<file path="config.mk">
export PLATFORM = sky130hd
export DESIGN_NAME = seg7_scan_driver
export DESIGN_NICKNAME = d
export VERILOG_FILES = /design/src/rtl/seg7_scan_driver.sv
export SDC_FILE = /design/constraint.sdc
export NUM_CORES = 1
export LEC_CHECK = 0
export BUFFER_PORTS_ARGS = -buffer_cell sky130_fd_sc_hd__buf_4
export CORE_AREA = 2 2 89 83
export CTS_CLUSTER_DIAMETER = 80
export DETAILED_ROUTE_END_ITERATION = 12
export DIE_AREA = 0 0 91 85
export GPL_ROUTABILITY_DRIVEN = 0
export PLACE_DENSITY_LB_ADDON = 0.08
export RECOVER_POWER = 100
export REMOVE_ABC_BUFFERS = 1
export SYNTH_ARGS = -nofsm -noshare
export SYNTH_HDL_FRONTEND = slang
export SYNTH_SLANG_ARGS = --single-unit
export TNS_END_PERCENT = 50
</file>
<file path="constraint.sdc">
create_clock -name clk -period 5.8 [get_ports clk]
set_input_delay 0 -clock clk [delete_from_list [all_inputs] [get_ports clk]]
set_output_delay 0 -clock clk [all_outputs]
set_load 0.02 [all_outputs]
</file>
<file path="src/rtl/seg7_scan_driver.sv">
`default_nettype none
// ============================================================================
//  Module      : seg7_scan_driver
//  Description : Time-multiplexed hex driver for a DIGITS-wide 7-segment
//                display with per-digit decimal points, blanking, leading
//                zero suppression, an anti-ghosting guard interval at the
//                start of every digit slot and frame-synchronous updates.
//  Revision    : 1.0 - initial release
// ============================================================================
module seg7_scan_driver #(
  parameter int DIGITS         = 4,
  parameter int CLK_DIV        = 50000,
  parameter int BLANK_CYCLES   = 16,
  parameter bit SEG_ACTIVE_LOW = 1'b1,
  parameter bit AN_ACTIVE_LOW  = 1'b1
) (
  input  logic                                           clk,
  input  logic                                           reset,
  input  logic [4*DIGITS-1:0]                            data,
  input  logic [DIGITS-1:0]                              dp,
  input  logic [DIGITS-1:0]                              blank,
  input  logic                                           lz_suppress,
  input  logic                                           load,
  output logic [6:0]                                     seg,
  output logic                                           seg_dp,
  output logic [DIGITS-1:0]                              an,
  output logic [((DIGITS > 1) ? $clog2(DIGITS) : 1)-1:0] digit_idx,
  output logic                                           frame_done
);

  localparam int IW = (DIGITS > 1) ? $clog2(DIGITS) : 1;
  localparam int CW = (CLK_DIV > 1) ? $clog2(CLK_DIV) : 1;

  localparam logic [CW-1:0]     c_cnt_last = CW'(CLK_DIV - 1);
  localparam logic [IW-1:0]     c_idx_last = IW'(DIGITS - 1);
  localparam logic [6:0]        c_seg_off  = SEG_ACTIVE_LOW ? 7'h7F : 7'h00;
  localparam logic              c_dp_off   = SEG_ACTIVE_LOW;
  localparam logic [DIGITS-1:0] c_an_off   = AN_ACTIVE_LOW ? {DIGITS{1'b1}} : {DIGITS{1'b0}};

  // Slot phase: GUARD keeps every anode off so the previous digit's
  // segments cannot ghost onto the next anode; DRIVE lights the digit.
  typedef enum logic [0:0] {
    ST_GUARD = 1'b0,
    ST_DRIVE = 1'b1
  } state_t;

  // Glyph table in active-low {a..g} form (0 = segment lit).
  function automatic logic [6:0] glyph_al(input logic [3:0] nib);
    logic [6:0] g;
    case (nib)
      4'h0: g = 7'b0000001;
      4'h1: g = 7'b1001111;
      4'h2: g = 7'b0010010;
      4'h3: g = 7'b0000110;
      4'h4: g = 7'b1001100;
      4'h5: g = 7'b0100100;
      4'h6: g = 7'b0100000;
      4'h7: g = 7'b0001111;
      4'h8: g = 7'b0000000;
      4'h9: g = 7'b0000100;
      4'hA: g = 7'b0001000;
      4'hB: g = 7'b1100000;
      4'hC: g = 7'b0110001;
      4'hD: g = 7'b1000010;
      4'hE: g = 7'b0110000;
      default: g = 7'b0111000;
    endcase
    return g;
  endfunction

  // Scan position
  logic [CW-1:0]     cnt_q, cnt_d;
  logic [IW-1:0]     idx_q, idx_d;
  state_t            state_q, state_d;
  logic              in_guard_d;
  logic              frame_end;

  // Shadow (written by load) and display (used for scanning) copies
  logic [4*DIGITS-1:0] sh_data_q, sh_data_d;
  logic [DIGITS-1:0]   sh_dp_q, sh_dp_d;
  logic [DIGITS-1:0]   sh_blank_q, sh_blank_d;
  logic                sh_lz_q, sh_lz_d;
  logic                pend_q, pend_d;
  logic [4*DIGITS-1:0] disp_data_q, disp_data_d;
  logic [DIGITS-1:0]   disp_dp_q, disp_dp_d;
  logic [DIGITS-1:0]   disp_blank_q, disp_blank_d;
  logic                disp_lz_q, disp_lz_d;
  logic                disp_valid_q, disp_valid_d;

  // Digit selection helpers
  logic [DIGITS-1:0] lz_dark;
  logic              zero_run;
  logic [3:0]        sel_nib;
  logic              sel_dp;
  logic              sel_dark;
  logic [DIGITS-1:0] onehot;

  // Registered outputs
  logic [6:0]        seg_q, seg_d;
  logic              seg_dp_q, seg_dp_d;
  logic [DIGITS-1:0] an_q, an_d;
  logic              frame_done_q, frame_done_d;

  // Slot counter and digit index advance; the index moves on slot wrap.
  always_comb begin
    cnt_d = cnt_q;
    idx_d = idx_q;
    if (cnt_q == c_cnt_last) begin
      cnt_d = '0;
      idx_d = (idx_q == c_idx_last) ? '0 : idx_q + 1'b1;
    end else begin
      cnt_d = cnt_q + 1'b1;
    end
  end

  assign frame_end = (cnt_q == c_cnt_last) && (idx_q == c_idx_last);

  // Guard window detection; with no guard cycles the digit drives all slot long.
  generate
    if (BLANK_CYCLES > 0) begin : g_guard
      localparam logic [CW-1:0] c_blank = CW'(BLANK_CYCLES);
      assign in_guard_d = (cnt_d < c_blank);
    end else begin : g_no_guard
      assign in_guard_d = 1'b0;
    end
  endgenerate

  // Shadow capture on load; display only changes at the frame boundary,
  // with a load on that very cycle bypassing the shadow.
  always_comb begin
    sh_data_d    = sh_data_q;
    sh_dp_d      = sh_dp_q;
    sh_blank_d   = sh_blank_q;
    sh_lz_d      = sh_lz_q;
    pend_d       = pend_q;
    disp_data_d  = disp_data_q;
    disp_dp_d    = disp_dp_q;
    disp_blank_d = disp_blank_q;
    disp_lz_d    = disp_lz_q;
    disp_valid_d = disp_valid_q;
    if (load) begin
      sh_data_d  = data;
      sh_dp_d    = dp;
      sh_blank_d = blank;
      sh_lz_d    = lz_suppress;
      pend_d     = 1'b1;
    end
    if (frame_end) begin
      if (load) begin
        disp_data_d  = data;
        disp_dp_d    = dp;
        disp_blank_d = blank;
        disp_lz_d    = lz_suppress;
        disp_valid_d = 1'b1;
        pend_d       = 1'b0;
      end else if (pend_q) begin
        disp_data_d  = sh_data_q;
        disp_dp_d    = sh_dp_q;
        disp_blank_d = sh_blank_q;
        disp_lz_d    = sh_lz_q;
        disp_valid_d = 1'b1;
        pend_d       = 1'b0;
      end
    end
  end

  // Leading-zero mask: a digit above 0 goes dark when it and every digit above it is zero.
  always_comb begin
    lz_dark  = '0;
    zero_run = 1'b1;
    for (int i = DIGITS - 1; i > 0; i--) begin
      zero_run   = zero_run & (disp_data_d[4*i +: 4] == 4'h0);
      lz_dark[i] = disp_lz_d & zero_run;
    end
  end

  // Pick the nibble, decimal point and dark flag of the digit entering its slot.
  always_comb begin
    sel_nib  = 4'h0;
    sel_dp   = 1'b0;
    sel_dark = 1'b1;
    onehot   = '0;
    for (int i = 0; i < DIGITS; i++) begin
      if (idx_d == IW'(i)) begin
        sel_nib   = disp_data_d[4*i +: 4];
        sel_dp    = disp_dp_d[i];
        sel_dark  = ~disp_valid_d | disp_blank_d[i] | lz_dark[i];
        onehot[i] = 1'b1;
      end
    end
  end

  // Next-state phase and output values, all derived from next scan position
  // so the registered outputs line up with the counter they describe.
  always_comb begin
    state_d = state_q;
    case (state_q)
      ST_GUARD: if (!in_guard_d) state_d = ST_DRIVE;
      ST_DRIVE: if (in_guard_d)  state_d = ST_GUARD;
      default:  state_d = ST_GUARD;
    endcase

    an_d     = c_an_off;
    seg_d    = c_seg_off;
    seg_dp_d = c_dp_off;
    if (state_d == ST_DRIVE) begin
      an_d = AN_ACTIVE_LOW ? ~onehot : onehot;
      if (!sel_dark) begin
        seg_d    = SEG_ACTIVE_LOW ? glyph_al(sel_nib) : ~glyph_al(sel_nib);
        seg_dp_d = SEG_ACTIVE_LOW ? ~sel_dp : sel_dp;
      end
    end
    frame_done_d = (cnt_d == c_cnt_last) && (idx_d == c_idx_last);
  end

  // Scan FSM, buffers and registered outputs; reset darkens the display at once.
  always_ff @(posedge clk or posedge reset) begin
    if (reset) begin
      cnt_q        <= '0;
      idx_q        <= '0;
      state_q      <= ST_GUARD;
      sh_data_q    <= '0;
      sh_dp_q      <= '0;
      sh_blank_q   <= '0;
      sh_lz_q      <= 1'b0;
      pend_q       <= 1'b0;
      disp_data_q  <= '0;
      disp_dp_q    <= '0;
      disp_blank_q <= '0;
      disp_lz_q    <= 1'b0;
      disp_valid_q <= 1'b0;
      seg_q        <= c_seg_off;
      seg_dp_q     <= c_dp_off;
      an_q         <= c_an_off;
      frame_done_q <= 1'b0;
    end else begin
      cnt_q        <= cnt_d;
      idx_q        <= idx_d;
      state_q      <= state_d;
      sh_data_q    <= sh_data_d;
      sh_dp_q      <= sh_dp_d;
      sh_blank_q   <= sh_blank_d;
      sh_lz_q      <= sh_lz_d;
      pend_q       <= pend_d;
      disp_data_q  <= disp_data_d;
      disp_dp_q    <= disp_dp_d;
      disp_blank_q <= disp_blank_d;
      disp_lz_q    <= disp_lz_d;
      disp_valid_q <= disp_valid_d;
      seg_q        <= seg_d;
      seg_dp_q     <= seg_dp_d;
      an_q         <= an_d;
      frame_done_q <= frame_done_d;
    end
  end

  assign seg        = seg_q;
  assign seg_dp     = seg_dp_q;
  assign an         = an_q;
  assign digit_idx  = idx_q;
  assign frame_done = frame_done_q;

endmodule
`default_nettype wire

</file>
==> impl.org, run 1 <==
** Timing
- At the pin with the least slew margin, the transition time is approximately 4300 ps.
- The number of hold violations in the final report came to 0.
- Setup violations remaining at the end of the flow were counted as 0.
- Total Neg Setup Slack :: 0 ps
- Setup repair after global routing left no endpoint under its margin.
- Shortest clock period the worst path allows after layout :: roughly 4500 ps
- Based on the critical path, the design can be clocked at up to 223.5 MHz.
- In this run the tightest slew margin relative to its limit is -1.894.
- Max-slew violations :: between 80 and 90
- Of the available clock period, the critical path in the final layout requires 0.7713.
- Worst clock skew :: 13.57 ps

** Layout
- Leaving out fill and tap cells, the most frequent cell in the layout is dfrtp_1.
- Most frequent cells in the layout :: dfrtp_1 (71), nand2_1 (36), nor2_1 (27), buf_4 (27), dlygate4sd3_1 (25)
- Layout Cells excl Fill :: around 550
- The layout has roughly 560 filler cells.
- Fraction of layout instances using a drive strength above 1 :: 0.2009
- The area growth from synthesis to layout is 17.15%.
- Nets :: ~480
- With fillers left out, the area of the finished cells amounts to 4888 sq um.
- Antenna diode instance count :: 0

** Placement
- Once placement finished, the instance area stood at 4558 sq um.
- After detailed placement, the design holds a cell count of 505.
- Buffers placed on the I/O ports in this run total 42.
- Placed wire-length estimate :: roughly 6.4 mm

** Worst setup path
- In this run the worst path has a maximum fanout of 11.
- Library cell appearing most often on the critical path :: mux2i_1
- Number of buffer and inverter instances along the worst setup path :: 3
- The largest single stage delay on the critical path is ~860 ps.
- Kind of critical path :: reg -> reg
- Type of element capturing the critical path :: flip-flop
- STA classifies the critical path startpoint as a flip-flop.
- The cell family contributing the most delay on the critical path is simple AND/OR/NAND/NOR gates.
- Walking the worst path, the cells encountered are nor4b_1 -> and4_1 -> mux2i_1 -> inv_2 -> mux2i_1 -> mux2i_1 -> inv_1 -> ha_1 -> inv_1 -> nor2_1 -> a211oi_1 -> o21ai_2.
- In this run the critical register-to-register path is launched from cnt_q[10].
- Worst path required time :: around 6000 ps
- The number of cells on the worst reg-to-reg path is 12.
- STA puts the critical path data arrival time at 4760 ps.
- Endpoint of the most critical register-to-register path :: seg[3]
- The worst register-to-register path has a setup slack of 1330 ps.
- Max stage delay cell, worst path :: nor4b_1

** Global route
- Entering global routing, the biggest net connects 84 pins.
- The first global-routing pass estimated between 15 and 20 mm of wire.
- Total overflow reported by the global router :: 0
- Across every metal layer, demand over resource in global routing totals 0.2538.
- The number of global-route vias before repair came to 3117.
- The number of antenna violations at the first check in global routing came to 0.

** Worst hold path
- The startpoint identified for the worst hold timing path is load.
- Cells on Worst Hold Path :: 2
- Hold path endpoint :: sh_data_q[13]
- In this run the worst hold path is classified as in -> reg.

** Synth
- In this run the mean area of a mapped cell was around 11 sq um.
- Yosys warns :: 0
- In the synthesized netlist the async set-or-reset flop fraction comes to 1.000.
- Yosys mapped a number of flops with a built-in enable equal to 0.
- Dominant cells by area after synthesis :: dfrtp_1 (43%), dfstp_2 (7.6%), mux2_2 (6.7%)
- In this run, distinct cell masters in the synthesized netlist total 71.
- The most used flip-flop cell after synthesis is dfrtp_1.
- dfrtp_1 takes more of the synthesized area than any other cell.
- Counting flops and latches in the post-synthesis netlist gives 83.
- Fraction of the yosys area taken by sequential cells :: 0.5013
- The cell area that synthesis handed to floorplanning was between 4000 and 5000 sq um.
- Count of mapped cells out of synthesis :: ~380
- The share of synthesized area in the top cell type comes to 0.4258.

** Clock network
- Number of buffers inserted during clock tree synthesis :: 9
- Worst skew pair latency :: ~350 ps
- Clock tree from TritonCTS :: done
- Clk root buf :: clkbuf_8
- Maximum count of clock buffers along a single path :: 2
- The clock tree synthesis step divided the H-tree into 3 levels.
- Clock-pin transition on the worst setup and hold timing paths :: approximately 90 ps
- Clock tree synthesis found a total of 83 sinks.

** Outcome
- Run status :: finished, violations left
- The checks that failed: capacitance limit, slew limit.

** Die
- Effective utilization at floorplan :: 0.6117
- Overall die height :: roughly 85 microns
- The die covers between 7000 and 8000 sq um.
- In this run the standard cell core region covers 6822 sq um.
- Row generation in the floorplan step produced 29 rows.
- Width of the die :: a little over 90 microns
- 43 I/O pins were placed.

** Power and ir drop
- Dividing total power by cell area gives a power density of 227.4 nW/um^2.
- The design draws 1.112 mW.
- VDD IR max :: slightly above 0.0002 V
- The analysis attributes to cell leakage a power of 2.169 nW.

** Route
- Once detail routing completed, the nets flagged for antenna violations numbered 0.
- After detailed routing, the number of remaining DRC violations is 0.
- The first TritonRoute pass finished after 4 iterations.
- In the final routed layout, each cell accounts on average for roughly 17 microns.
- In the routed layout, each cell is associated on average with a via count of around 5.7.
- For this block, the via count after detailed routing is about 3.1k.
- The final layout contains routed wiring with a total length of between 9 and 10 mm.
- DRC marker count from the first detailed-route iteration :: roughly 200

** Job
- The tool flagged a number of max-cap violations equal to 1.
==> layer usage <==
metal	up-vias	GRT usage	part of all wire
met5	-	0	0
met4	0	0.07851	0.011
met3	12	0.05861	0.058
met2	87	0.3865	0.46
met1	1542	0.3664	0.47
li1	1498	-	-
==> how the worst max path moves through the flow <==
stage	startpoint	to	slack [ps]	cells after the start
CTS	cnt_q[0]	seg[3]	2040	13
floorplan	cnt_q[0]	seg[3]	2660	13
detailed placement	cnt_q[0]	seg[3]	2080	13
global placement	cnt_q[0]	seg[3]	2240	13
global route	cnt_q[10]	seg[3]	910	12
finish	cnt_q[10]	seg[3]	1330	12
==> logic make-up after synthesis <==
group	Yosys count	share of synthesized area
simple gates	130	0.1733
flops	83	0.5013
compound gates	64	0.1127
mux	46	0.1247
buf+inv	37	0.03748
xor+xnor	14	0.02939
fa+ha+maj	7	0.02099
==> what timing repair did <==
action,4_1_cts,5_1_grt
resized for setup,0,0
setup endpoints to repair,0,0
buffers inserted,0,0
hold endpoints to repair,26,0
hold buffers,25,0
==> per-stage QoR <==
step | utilization | worst slack, ps | hold WS (ps)
final | 0.7166 | 1326 | 146.8
after detailed placement | 0.6682 | 2077 | 242.1
after global placement | 0.6682 | 2237 | 232.2
after floorplan | - | 2662 | 107.2
after CTS | 0.7324 | 2044 | 2.561
after global routing | 0.7166 | 909.5 | 197.2
==> flip-flops by register name, summed over array words and instances, names as in the netlist, 2 cells and up <==
register / count
an: 4
cnt_q: 16
digit_idx: 2
disp_blank_q: 4
disp_data_q: 16
disp_dp_q: 4
seg: 7
sh_blank_q: 4
sh_data_q: 16
sh_dp_q: 4
==> power breakdown <==
| group | switching [mW] | internal (mW) |
|---|---|---|
| registers | 0.00881 | 0.607 |
| logic | 0.0583 | 0.0516 |
| clock network | 0.206 | 0.179 |
==> cell usage after synthesis, types with 2 or more instances <==
cell type  number
and2_1          5
nand2_1        36
buf_4           2
xor2_1          7
a31oi_1         3
or3_1           2
nor3_1          7
dfstp_2        12
inv_1          20
mux2_2         25
or4_1           2
inv_2           3
nand3_2         3
o21ai_1         2
clkbuf_1        3
o22ai_1         2
nand3_1        16
a22oi_1         2
nor4_1          3
nand4_1         5
nor4b_1         2
a21oi_1         7
o211a_1         2
nor2b_1         2
a211oi_1        4
and4_1          3
buf_2           8
xnor2_1         7
ha_1            7
mux4_2          2
or2_2           4
mux2i_1        18
a32oi_1         2
dfrtp_1        71
a2bb2oi_1       2
nor2_1         27
o21ai_0        15
o21a_1          3
o221ai_1        3
==> final cells by class <==
type,count,area [sq um],share of cell area
sequential,83,2092,0.4280
multi-input combinational,261,1881,0.3847
timing repair buffer,70,524.3,0.1072
clock buffer,11,151.4,0.03097
tap,93,116.4,0.02380
inverter,23,87.58,0.01792
clock inverter,5,36.28,0.007423
No activity file was read; power rests on OpenSTA's default activity.
==> inputs of run 2 (changes only) <==
CORE_AREA = 2 2 97 90   (was 2 2 89 83)
DIE_AREA = 0 0 99 92   (was 0 0 91 85)
clock period = 4 ns   (was 5.8 ns; I/O delays follow)
==> impl.org, run 2 (synthesized netlist as in run 1, its figures left out) <==
** Clock network
- For the worst-skew pair, the clock arrives at the later sink with an insertion delay of between 300 and 400 ps.
- Clock-pin transition on the worst setup and hold timing paths :: approximately 80 ps
- Clock tree from TritonCTS :: done
- Clock Sinks :: 83
- Number of buffers inserted during clock tree synthesis :: 9
- Maximum count of clock buffers along a single path :: 2
- Clk root buf :: clkbuf_8
- CTS built an H-tree with a depth of 3.
- Once the clock tree was built, the resizer swapped 0 gates to a different size.

** Global route
- Global router's overall resource usage :: 0.2155
- Maximum number of pins on one net before global-route repair :: 55
- Number of antenna violations at the first check in global routing :: 0
- Total overflow reported by the global router :: 0
- The number of global-route vias before repair was about 3.2k.
- The first global-routing pass estimated between 15 and 20 mm of wire.

** Timing
- Static timing analysis puts the maximum clock frequency at between 200 and 300 MHz.
- Setup repair after global routing left no endpoint under its margin.
- Minimum hold slack :: 148.4 ps
- Final Setup Violations :: 0
- Shortest clock period the worst path allows after layout :: roughly 3500 ps
- Share of the clock period used by the worst path :: 0.8658
- The number of hold violations in the final report is 0.
- Max-Slew Margin vs Limit :: -0.5703
- Across the routed clock network, the largest skew measured is approximately 13 ps.
- Worst Tran Pin Value :: 2343 ps
- For the final routed database, the setup TNS stands at 0 ps.
- Max-slew violations :: 86

** Worst setup path
- Kind of critical path :: reg -> reg
- Of all nets on the critical path, the largest fanout is 8.
- Startpoint types :: flip-flop
- Arrival time at the worst endpoint :: ~3700 ps
- Worst path required time :: ~4300 ps
- On the worst path, the slowest cell contributes a delay of around 570 ps.
- Number of buffer and inverter instances along the worst setup path :: 0
- Max stage delay cell, worst path :: or4b_1
- Type of element capturing the critical path :: flip-flop
- The cell family contributing the most delay on the critical path is simple AND/OR/NAND/NOR gates.
- The critical path goes through ha_1 -> nand3_1 -> or3_1 -> a2111oi_0 -> a31oi_1 -> nor4_1 -> or4b_1 -> o221a_1 -> o211ai_1.

** Die
- The floorplan step defined a core boundary enclosing 8208 sq um.
- I/O pin total :: 43
- Cell row count :: 32
- Width of the die :: 99 microns
- Overall die height :: roughly 92 microns
- Effective utilization at floorplan :: 0.5084
- Die Area :: ~9100 sq um

** Job
- Max-cap violations in this run came to 2.

** Placement
- Placed cell count :: a little over 500
- Placed wire-length estimate :: around 6.4 mm
- During placement, the flow inserted port buffers numbering 42.
- Once placement finished, the instance area stood at 4607 sq um.

** Power and ir drop
- Final total power :: about 1.7 mW
- Leakage :: 2.214 nW
- Flop pwr share :: 0.515
- The share of total power dissipated in the clock network is 0.393.
- Of the total power, the share spent switching nets is 0.2332.
- Internal Dissipation :: approximately 1.3 mW
- VDD IR max :: between 0.0002 and 0.00025 V
- Combinational fraction of design power :: 0.092
- Cell Pwr Density :: ~350 nW/um^2
- Total net switching power :: around 0.40 mW

** Layout
- Nets :: about 490
- Area grow syn2layout :: 19.34%
- Registers with the most flip-flops :: cnt_q (16), disp_data_q (16), sh_data_q (16)
- Antenna diode instance count :: 0
- Most common cell after layout, fill and taps aside :: dfrtp_1
- Fraction of layout instances using a drive strength above 1 :: 0.1983
- Cell area after layout :: around 5000 sq um
- Most frequent cells in the layout :: dfrtp_1 (71), nand2_1 (36), buf_4 (30)
- Layout Cells excl Fill :: about 560

** Route
- DRC marker count from the first detailed-route iteration :: around 140
- After detailed routing, the total wire length is between 9 and 10 mm.
- Post-DR wirelength/cell :: approximately 16 microns
- After detailed routing, the number of remaining DRC violations is 0.
- Via-per-instance ratio :: 5.551
- DR pass1 iterations :: 4
- Final antenna-violating net count :: 0
- Via count :: 3114

** Outcome
- Run status :: finished, violations left
- Failing checks :: capacitance limit, slew limit

** Worst hold path
- The tightest min-delay check is of the in -> reg type.
run 2: repair_timing:
| item | CTS | global route |
|---|---|---|
| endpoints found under the hold margin | 69 | 0 |
| buffers inserted | 0 | 0 |
| hold buffers | 26 | 0 |
run 2: layer usage:
layer | track usage | routed length [microns] | vias up
met3 | 0.04497 | 343 | 13
met1 | 0.3021 | 4506 | 1532
met5 | 0 | 0 | -
met2 | 0.3322 | 4178 | 62
li1 | - | - | 1507
met4 | 0.07877 | 158 | 0
run 2: final timing paths:
path	from	to	slack, ps	cells after the start
min reg2reg	disp_data_q[1]	disp_data_q[1]	490	2
min in group asynchronous	reset	disp_data_q[12]	830	3
min	load	sh_data_q[13]	150	2
max	cnt_q[0]	seg[5]	540	9
max reg2reg	cnt_q[0]	seg[5]	540	9
max in group asynchronous	reset	cnt_q[0]	950	4
run 2: power groups by stage:
stage	clock network [mW]	registers (mW)	logic (mW)
final	0.681	0.893	0.160
after global placement	0	0.909	0.147
after CTS	0.697	0.893	0.169
after global routing	0.726	0.897	0.178
after floorplan	0	0.913	0.0832
after detailed placement	0	0.910	0.148
run 2: worst register-to-register path: cells and delay by family (launching register included):
family | cells | cell delay [ps]
and+or+nand+nor | 4 | 1680
AOI/OAI and AO/OA | 4 | 1080
DFF | 1 | 390
adders and majority gates | 1 | 230
run 2: area by class of cell:
cell class / instances / area, sq um
clock buffer: 11 / 141.4
clock inverter: 5 / 85.08
fill: 708 / 3228
inverter: 23 / 87.58
multi-input combinational: 261 / 1882
sequential: 83 / 2092
tap: 102 / 127.6
timing repair buffer: 76 / 564.3
run 2: through the flow:
step                utilization  setup slack, ps
global route             0.6067            257.2
floorplan                     -            861.6
finish                   0.6067            537.0
detailed placement       0.5613            748.4
CTS                      0.6206            654.1
global placement         0.5613            899.1
==> inputs of run 3 (changes only) <==
SLEW_MARGIN = 20   (was unset)
clock period = 3 ns   (was 4 ns; I/O delays follow)
==> impl.org, run 3 (synthesized netlist as in run 1, its figures left out) <==
** Die
- The floorplan step set the die width to between 90 and 100 microns.
- Overall die height :: 92 microns
- Die Area :: between 9000 and 10000 sq um
- Area of the core :: between 8000 and 9000 sq um
- The initial utilization of the core area, before any placement, comes to 0.5084.
- Cell row count :: 32
- I/O pin total :: 43

** Worst setup path
- The startpoint identified for the worst register-to-register timing path is cnt_q[0].
- Worst-case reg-to-reg path depth :: 10
- Startpoint types :: flip-flop
- Among all stages on the critical path, the largest delay is contributed by or4b_4.
- Along the worst path, the maximum fanout reaches 8.
- Data on the critical path is required at its endpoint by between 3000 and 4000 ps.
- The critical path is of the reg -> reg type.
- Gate family responsible for the most delay along the worst path :: simple AND/OR/NAND/NOR gates
- The number of buffers and inverters on the critical path is 1.
- In this run the critical register-to-register path is captured at seg[4].
- Setup slack on the worst reg-to-reg path comes out at around 120 ps.
- Data on the critical path arrives at its endpoint at approximately 3200 ps.
- The critical path goes through ha_1 -> buf_4 -> nand3_2 -> or3_4 -> a2111oi_1 -> a31oi_1 -> nor4_2 -> or4b_4 -> o221a_4 -> o221ai_1.
- The worst setup path is captured at a flip-flop.
- Delay of the slowest cell on the worst path :: around 540 ps

** Route
- The first detailed-routing pass took 4 iterations.
- After detailed routing, the number of vias per cell comes to ~5.4.
- For this run, design rule violations remaining after detail routing come to 0.
- Once detail routing completed, the nets flagged for antenna violations numbered 0.
- Post-DR wirelength/cell :: about 16 microns
- Via count :: about 3.2k
- Routed wire length :: ~9.7 mm
- DRC marker count from the first detailed-route iteration :: 141

** Layout
- The largest registers in the layout are cnt_q (16), disp_data_q (16), sh_data_q (16).
- Area grow syn2layout :: 26.75%
- Share of the core filled with cells :: 0.6444
- In the layout the commonest cells are dfrtp_1 (71), buf_4 (61), nand2_1 (36).
- The repair_antennas step left the layout with diodes totalling 0.
- Most common cell after layout, fill and taps aside :: dfrtp_1
- Summing all non-filler instances in the final layout gives an area of between 5000 and 6000 sq um.
- After the last flow step, the layout net total stands at 518.
- Layout Cells excl Fill :: between 500 and 600
- Of the cells placed in the final design, the portion with a size suffix greater than 1 is 0.2971.

** Global route
- For this run the aggregate overflow at the end of global routing stands at 0.
- Global router's overall resource usage :: 0.2276
- The number of global-route vias before repair was 3374.
- Number of antenna violations at the first check in global routing :: 0
- The first global-routing pass estimated 16.46 mm of wire.
- Maximum number of pins on one net before global-route repair :: 84

** Timing
- Setup slack of the critical path after layout :: 120.2 ps
- Share of the clock period used by the worst path :: 0.9599
- Timing would allow up to around 350 MHz.
- The routed design could run at a clock period as short as about 2900 ps.
- Hold is met by ~98 ps.
- At the pin with the least slew margin, the transition time is about 2000 ps.
- Max-slew violations :: 84
- Total Neg Setup Slack :: 0 ps
- Final Setup Violations :: 0
- Between clock sinks in the finished design, the worst skew comes to 11.57 ps.
- Setup repair after global routing could not meet its margin everywhere.
- Number of hold violations in the final report :: 0
- Max-Slew Margin vs Limit :: -0.3450

** Clock network
- TritonCTS built the clock tree.
- Maximum count of clock buffers along a single path :: 2
- For the worst-skew pair, the clock arrives at the later sink with an insertion delay of around 360 ps.
- CTS placed an instance of clkbuf_8 at the clock tree root.
- Clock-pin transition on the worst setup and hold timing paths :: approximately 80 ps
- Number of buffers inserted during clock tree synthesis :: 9
- The clock net in this run drives a total of between 80 and 90 sinks.
- Maximum level of the CTS H-tree :: 3

** Worst hold path
- Counting instances, the worst hold path has a depth of 2.
- The path with the worst hold slack has its endpoint at sh_data_q[11].
- Source of the worst hold timing path :: load
- The tightest min-delay check is of the in -> reg type.

** Placement
- Setup slack at placement :: -45.12 ps
- Number of port buffers :: between 40 and 50
- Placed cell count :: approximately 540
- Dpl cell area :: 4795 sq um
- Placed wire-length estimate :: between 6 and 7 mm

** Power and ir drop
- In this run the static leakage power is ~2.4 nW.
- Dividing total power by cell area gives a power density of about 420 nW/um^2.
- VDD IR max :: between 0.0002 and 0.00025 V
- Final total power :: between 2 and 2.5 mW

** Job
- Max-cap violations in this run came to 1.

** Outcome
- Run status :: finished, violations left
- The checks that failed: capacitance limit, slew limit.
run 3: cell types whose count changed in the layout (fill, tap and decap cells not counted), sizes merged:
cell and change:
buf +32, bufinv -1, clkinv +1, inv -1, clkinvlp +1, clkbuf -3
run 3: layout make-up:
class                   instances  area, sq um
repair buffers                105        798.3
inverters                      23        87.58
fillers                       671         2919
flip-flops and latches         83         2092
multi-input cells             261         1997
clock buffers                  11        131.4
clock inverters                 5        55.05
well taps                     102        127.6
run 3: what timing repair did:
action,CTS,global route
endpoints found under the setup margin,1,10
hold buffers,26,0
hold endpoints to repair,35,0
pin swaps,0,5
resized for setup,1,17
setup buffers,0,4
run 3: worst max-delay path by stage:
stage              start     end  slack, ps  cells after the start
2_1_floorplan   cnt_q[0]  seg[3]       -140                     13
3_3_place_gp   cnt_q[10]  seg[6]          6                      9
3_5_place_dp   cnt_q[10]  seg[6]        -50                      9
4_1_cts        cnt_q[10]  seg[6]         30                     10
5_1_grt         cnt_q[0]  seg[4]        -20                     10
6_report        cnt_q[0]  seg[4]        120                     10
run 3: layer usage:
metal	up-vias	routed length, microns	GRT usage
met1	1540	4576	0.3216
met3	14	394	0.04192
li1	1569	-	-
met5	-	0	0
met4	0	173	0.09703
met2	77	4547	0.3452
run 3: power breakdown:
group / leakage, nW / internal (mW) / switching [mW] / total [mW]
registers: 1.01 / 1.17 / 0.0175 / 1.19
logic: 1.27 / 0.108 / 0.114 / 0.222
clock network: 0.0893 / 0.382 / 0.409 / 0.791
